**src/rtl/rob_recovery_ctrl.sv**
```systemverilog
// Branch-mispredict recovery walker: undoes squashed ROB entries youngest-first,
// restoring map-table entries and returning new PRFs to the free list.
module rob_recovery_ctrl #(
    parameter int DEPTH      = 64,
    parameter int WALK_WIDTH = 2,
    parameter int ARCH_REGS  = 64,
    parameter int PHYS_REGS  = 128,
    localparam int IDX_W     = $clog2(DEPTH),
    localparam int AR_W      = $clog2(ARCH_REGS),
    localparam int PR_W      = $clog2(PHYS_REGS)
) (
    input  logic                                 clk,
    input  logic                                 reset,
    input  logic                                 flush_req_i,
    input  logic [IDX_W-1:0]                     flush_rob_idx_i,
    input  logic [IDX_W-1:0]                     rob_tail_i,
    output logic [WALK_WIDTH-1:0][IDX_W-1:0]     rd_idx_o,
    input  logic [WALK_WIDTH-1:0]                rd_rd_wen_i,
    input  logic [WALK_WIDTH-1:0][AR_W-1:0]      rd_rd_arch_i,
    input  logic [WALK_WIDTH-1:0][PR_W-1:0]      rd_new_prf_i,
    input  logic [WALK_WIDTH-1:0][PR_W-1:0]      rd_old_prf_i,
    output logic [WALK_WIDTH-1:0]                restore_valid_o,
    output logic [WALK_WIDTH-1:0][AR_W-1:0]      restore_arch_o,
    output logic [WALK_WIDTH-1:0][PR_W-1:0]      restore_prf_o,
    output logic [WALK_WIDTH-1:0]                free_valid_o,
    output logic [WALK_WIDTH-1:0][PR_W-1:0]      free_prf_o,
    output logic                                 busy_o,
    output logic                                 done_o,
    output logic [IDX_W-1:0]                     new_tail_o,
    output logic                                 err_o
);

    typedef enum logic [1:0] {
        S_IDLE,
        S_WALK,
        S_DONE
    } state_e;

    localparam logic [IDX_W-1:0] ONE = IDX_W'(1);
    localparam logic [IDX_W:0]   WW  = (IDX_W + 1)'(WALK_WIDTH);

    state_e             state_q, state_d;
    logic [IDX_W-1:0]   ptr_q, ptr_d;
    logic [IDX_W:0]     rem_q, rem_d;
    logic [IDX_W-1:0]   br_q, br_d;
    logic               err_q, err_d;

    logic [IDX_W-1:0]   rem_calc;
    logic [IDX_W:0]     n;
    logic [WALK_WIDTH-1:0] lane_act;

    always_comb begin
        state_d  = state_q;
        ptr_d    = ptr_q;
        rem_d    = rem_q;
        br_d     = br_q;
        err_d    = err_q;
        // Full ROB (tail == branch) wraps naturally to DEPTH-1
        rem_calc = rob_tail_i - flush_rob_idx_i - ONE;
        n        = (rem_q > WW) ? WW : rem_q;
        if (flush_req_i && state_q != S_IDLE) begin
            err_d = 1'b1;
        end
        unique case (state_q)
            S_IDLE: begin
                if (flush_req_i) begin
                    rem_d   = {1'b0, rem_calc};
                    ptr_d   = rob_tail_i - ONE;
                    br_d    = flush_rob_idx_i;
                    state_d = (rem_calc == '0) ? S_DONE : S_WALK;
                end
            end
            S_WALK: begin
                ptr_d = ptr_q - n[IDX_W-1:0];
                rem_d = rem_q - n;
                if (rem_q == n) begin
                    state_d = S_DONE;
                end
            end
            S_DONE: begin
                state_d = S_IDLE;
            end
            default: begin
                state_d = S_IDLE;
            end
        endcase
    end

    always_ff @(posedge clk or negedge reset) begin
        if (!reset) begin
            state_q <= S_IDLE;
            ptr_q   <= '0;
            rem_q   <= '0;
            br_q    <= '0;
            err_q   <= 1'b0;
        end else begin
            state_q <= state_d;
            ptr_q   <= ptr_d;
            rem_q   <= rem_d;
            br_q    <= br_d;
            err_q   <= err_d;
        end
    end

    always_comb begin
        lane_act        = '0;
        rd_idx_o        = '0;
        restore_valid_o = '0;
        restore_arch_o  = '0;
        restore_prf_o   = '0;
        free_valid_o    = '0;
        free_prf_o      = '0;
        for (int i = 0; i < WALK_WIDTH; i++) begin
            if (state_q == S_WALK) begin
                rd_idx_o[i] = ptr_q - IDX_W'(i);
                lane_act[i] = (IDX_W + 1)'(i) < rem_q;
            end
            if (lane_act[i]) begin
                restore_valid_o[i] = rd_rd_wen_i[i];
                free_valid_o[i]    = rd_rd_wen_i[i];
                restore_arch_o[i]  = rd_rd_arch_i[i];
                restore_prf_o[i]   = rd_old_prf_i[i];
                free_prf_o[i]      = rd_new_prf_i[i];
            end
        end
    end

    assign busy_o     = (state_q != S_IDLE);
    assign done_o     = (state_q == S_DONE);
    assign new_tail_o = (state_q == S_DONE) ? br_q + ONE : '0;
    assign err_o      = err_q;

endmodule

```
**config.mk**
```make
export PLATFORM = sky130hd
export DESIGN_NAME = rob_recovery_ctrl
export DESIGN_NICKNAME = d
export VERILOG_FILES = /design/src/rtl/rob_recovery_ctrl.sv
export SDC_FILE = /design/constraint.sdc
export NUM_CORES = 1
export LEC_CHECK = 0
export CAP_MARGIN = 20
export CORE_MARGIN = 1
export CORE_UTILIZATION = 41
export DETAILED_ROUTE_END_ITERATION = 7
export HOLD_SLACK_MARGIN = 0.03
export PLACE_DENSITY_LB_ADDON = 0.3
export SYNTH_ARGS = -nofsm -noshare
export SYNTH_HDL_FRONTEND = slang
export SYNTH_SLANG_ARGS = --single-unit
```
**constraint.sdc**
```tcl
create_clock -name clk -period 4.05 [get_ports clk]
set_clock_uncertainty 0.2 [all_clocks]
set_input_delay 1.0125 -clock clk [delete_from_list [all_inputs] [get_ports clk]]
set_output_delay 1.0125 -clock clk [all_outputs]
set_load 0.005 [all_outputs]
```
==> impl_metrics.ini <==
[clocking]
clk_latency_ns = 0.27
clkTransAtPathRegs_ns = 0.09
cts.sinks = 22
htree_levels = 1
cts-buffers-inserted = 3
clockRootBuffer = clkbuf_8
cts_resized = 0
hold_buffers = 0
tritoncts = yes
clk_path_buf_depth = 2
postCtsSetupRepairBufs = 0

[critical_path]
critPathMaxFanout = 15
cp-end-kind = output port
cp-start-kind = flop
arrival_ns = 2.64
cp.required_ns = 2.84
criticalPathCategory = flop to output port

[worst_hold_path]
holdCritPathClass = flop to flop

[timing]
rsz0062_at_grt = false
fin_crit_ns = 3.848
setup_violations = 0
tns_ns = 0
clock.fmax_mhz = 259.9
fin_crit_sh = 0.9500
final_hold_viol_count = 0
holdWs_ns = 0.2591
worst_pin_slew_ns = 0.6529
setup_slack_ns = 0.2025
finalMaxSlewViolations = 0
relSlewSlack = 0.5637

[logic_synthesis]
synth_xor_area_frac = 0.08225
synth_cells = 259
syn_avg_cell_area_um2 = 7.812
async_reset_ff_frac = 1.000
yosysTopAreaCellShare = 0.2721
yosysSeqAreaShare = 0.2721
synth-main-ff-cell = dfrtp_1
synth.area.mux_share = 0
synth_adder_area_share = 0.1064
syn_area_um2 = 2023
synth_compound_area_frac = 0.1608
synth_area_leader_cell = dfrtp_1
ys_warn_count = 0
synth-edff-count = 0
synth_area_leaders = dfrtp_1, and2_1, ha_1
synth_top_family_by_area = simple AND/OR/NAND/NOR gates
synthSimpleGateAreaFrac = 0.3160
synth_seq_cells = 22
yosysUniqueCellTypes = 43

[status]
status = finished, final reports clean

[place]
dp_worst_setup_slack_ns = 0.4003
dpl.hpwl_mm = 4.574
dp.cells = 439
io_buffers = 121
routabilityCongestion = 0.8215

[power]
power_per_cell_area_nw_per_um2 = 646.2
switching_share = 0.3867
totalPowerFinal_mw = 2.189
intPower_mw = 1.342
clkPwrFrac = 0.096
pwr-share-comb = 0.700
p_leak_nw = 1.410
ir_drop_v = 0.0003129
power.switching_mw = 0.8463
power_frac_seq = 0.203

[route]
ant_nets = 0
totalWireLength_mm = 5.777
dr_total_vias = 2189
wl_per_cell_um = 12.98
viasPerCell = 4.919
drt_iter0_markers = 89
first_pass_iters = 4
drc = 0

[finish]
instances_no_fill = 445
num-nets-final = 452
diodes = 0
drive_gt1_frac = 0.03704
mostFrequentLayoutCell = clkdlybuf4s50_1
area_growth_syn_to_layout_pct = 67.41
mostFrequentLayoutCells = clkdlybuf4s50_1, and2_1, nor2_1

[die]
core_um2 = 4723
boundaryPins = 122
die_area_um2 = 5219
initial_core_util = 0.4283
die_height_um = 72.25
row_count = 25
die-width_um = 72.25

[global_routing]
grt.total_usage = 0.2276
grt_pass1_vias = 2025
grt_pass1_wl_mm = 9.466
antenna_found_initial = 0
grt_max_degree = 24
overflow = 0

[run]
maxCapViolCount = 0
-- state kept, by name, summed over array words and instances (netlist names) --
| signal | flops |
|---|---|
| ptr_q | 6 |
| rem_q | 7 |
| state_q | 2 |
| err_o | 1 |
| br_q | 6 |
-- critical path, stage by stage, from the launching register on --
cell	delay, ns
dfrtp_1	0.42
or4_1	0.67
nor3_4	0.26
nor2_1	0.17
buf_4	0.21
and2_1	0.17
clkdlybuf4s50_1	0.48
-- cells in the mapped netlist (all sizes together) (2+ instances only) --
library cell / instances
a211o: 2
a211oi: 4
a21o: 3
a21oi: 5
a221oi: 2
and2: 48
buf: 4
clkbuf: 10
dfrtp: 22
fa: 2
ha: 14
inv: 16
nand2: 22
nand2b: 3
nand3: 3
nor2: 34
nor2b: 2
nor3: 6
nor3b: 2
nor4: 3
o211ai: 2
o21a: 2
o21ai: 14
o21bai: 2
o22ai: 2
o311ai: 2
xnor2: 11
xor2: 8
-- cells by family (layout without fill, tap and decap cells) --
| group | Yosys count | count (layout) |
|---|---|---|
| flip-flops | 22 | 22 |
| other | 1 | 4 |
| AND/OR/NAND/NOR | 124 | 124 |
| AO/OA/AOI/OAI | 47 | 47 |
| adder cells (fa/ha/maj) | 16 | 16 |
| buffers and inverters | 30 | 146 |
| XOR/XNOR | 19 | 19 |
-- final cells by class --
cell class	instances	area, um^2
multi-input combinational	210	1365
fill	385	1336
clock buffer	3	41.29
tap	67	83.83
sequential	22	550.5
inverter	16	60.06
timing repair buffer	126	1256
clock inverter	1	30.03
-- path summary, 6_finish.rpt --
kind	startpoint	to	slack, ns	cells after the start
max	rem_q[3]$_DFFE_PN0P_	free_prf_o[9]	0.20	6
min	err_o$_DFFE_PN0P_	err_o$_DFFE_PN0P_	0.26	1
max reg2reg	rem_q[3]$_DFFE_PN0P_	ptr_q[4]$_DFFE_PN0P_	1.14	9
min reg2reg	err_o$_DFFE_PN0P_	err_o$_DFFE_PN0P_	0.26	1
max in group asynchronous	reset	ptr_q[3]$_DFFE_PN0P_	2.25	2
min in group asynchronous	reset	rem_q[2]$_DFFE_PN0P_	0.91	1
-- power groups by stage --
| stage | registers [mW] | logic (mW) | clock network, mW |
|---|---|---|---|
| 3_3_place_gp | 0.444 | 1.49 | 0 |
| 5_1_grt | 0.464 | 1.70 | 0.221 |
| 3_5_place_dp | 0.448 | 1.51 | 0 |
| 6_report | 0.445 | 1.53 | 0.211 |
| 4_1_cts | 0.443 | 1.53 | 0.213 |
| 2_1_floorplan | 0.409 | 0.821 | 0 |
-- per-stage QoR --
stage,util,instance area [um^2]
floorplan,-,2034
global placement,0.6964,3289
detailed placement,0.6964,3289
CTS,0.7115,3361
global route,0.7171,3387
finish,0.7171,3387
-- per-layer routing --
metal	share of wire	global-route usage	vias to the layer above
li1	-	-	1093
met1	0.42	0.2906	1017
met2	0.53	0.4091	73
met3	0.043	0.02361	6
met4	0.012	0.05882	0
met5	0	0	-
No activity file was read; power rests on OpenSTA's default activity.
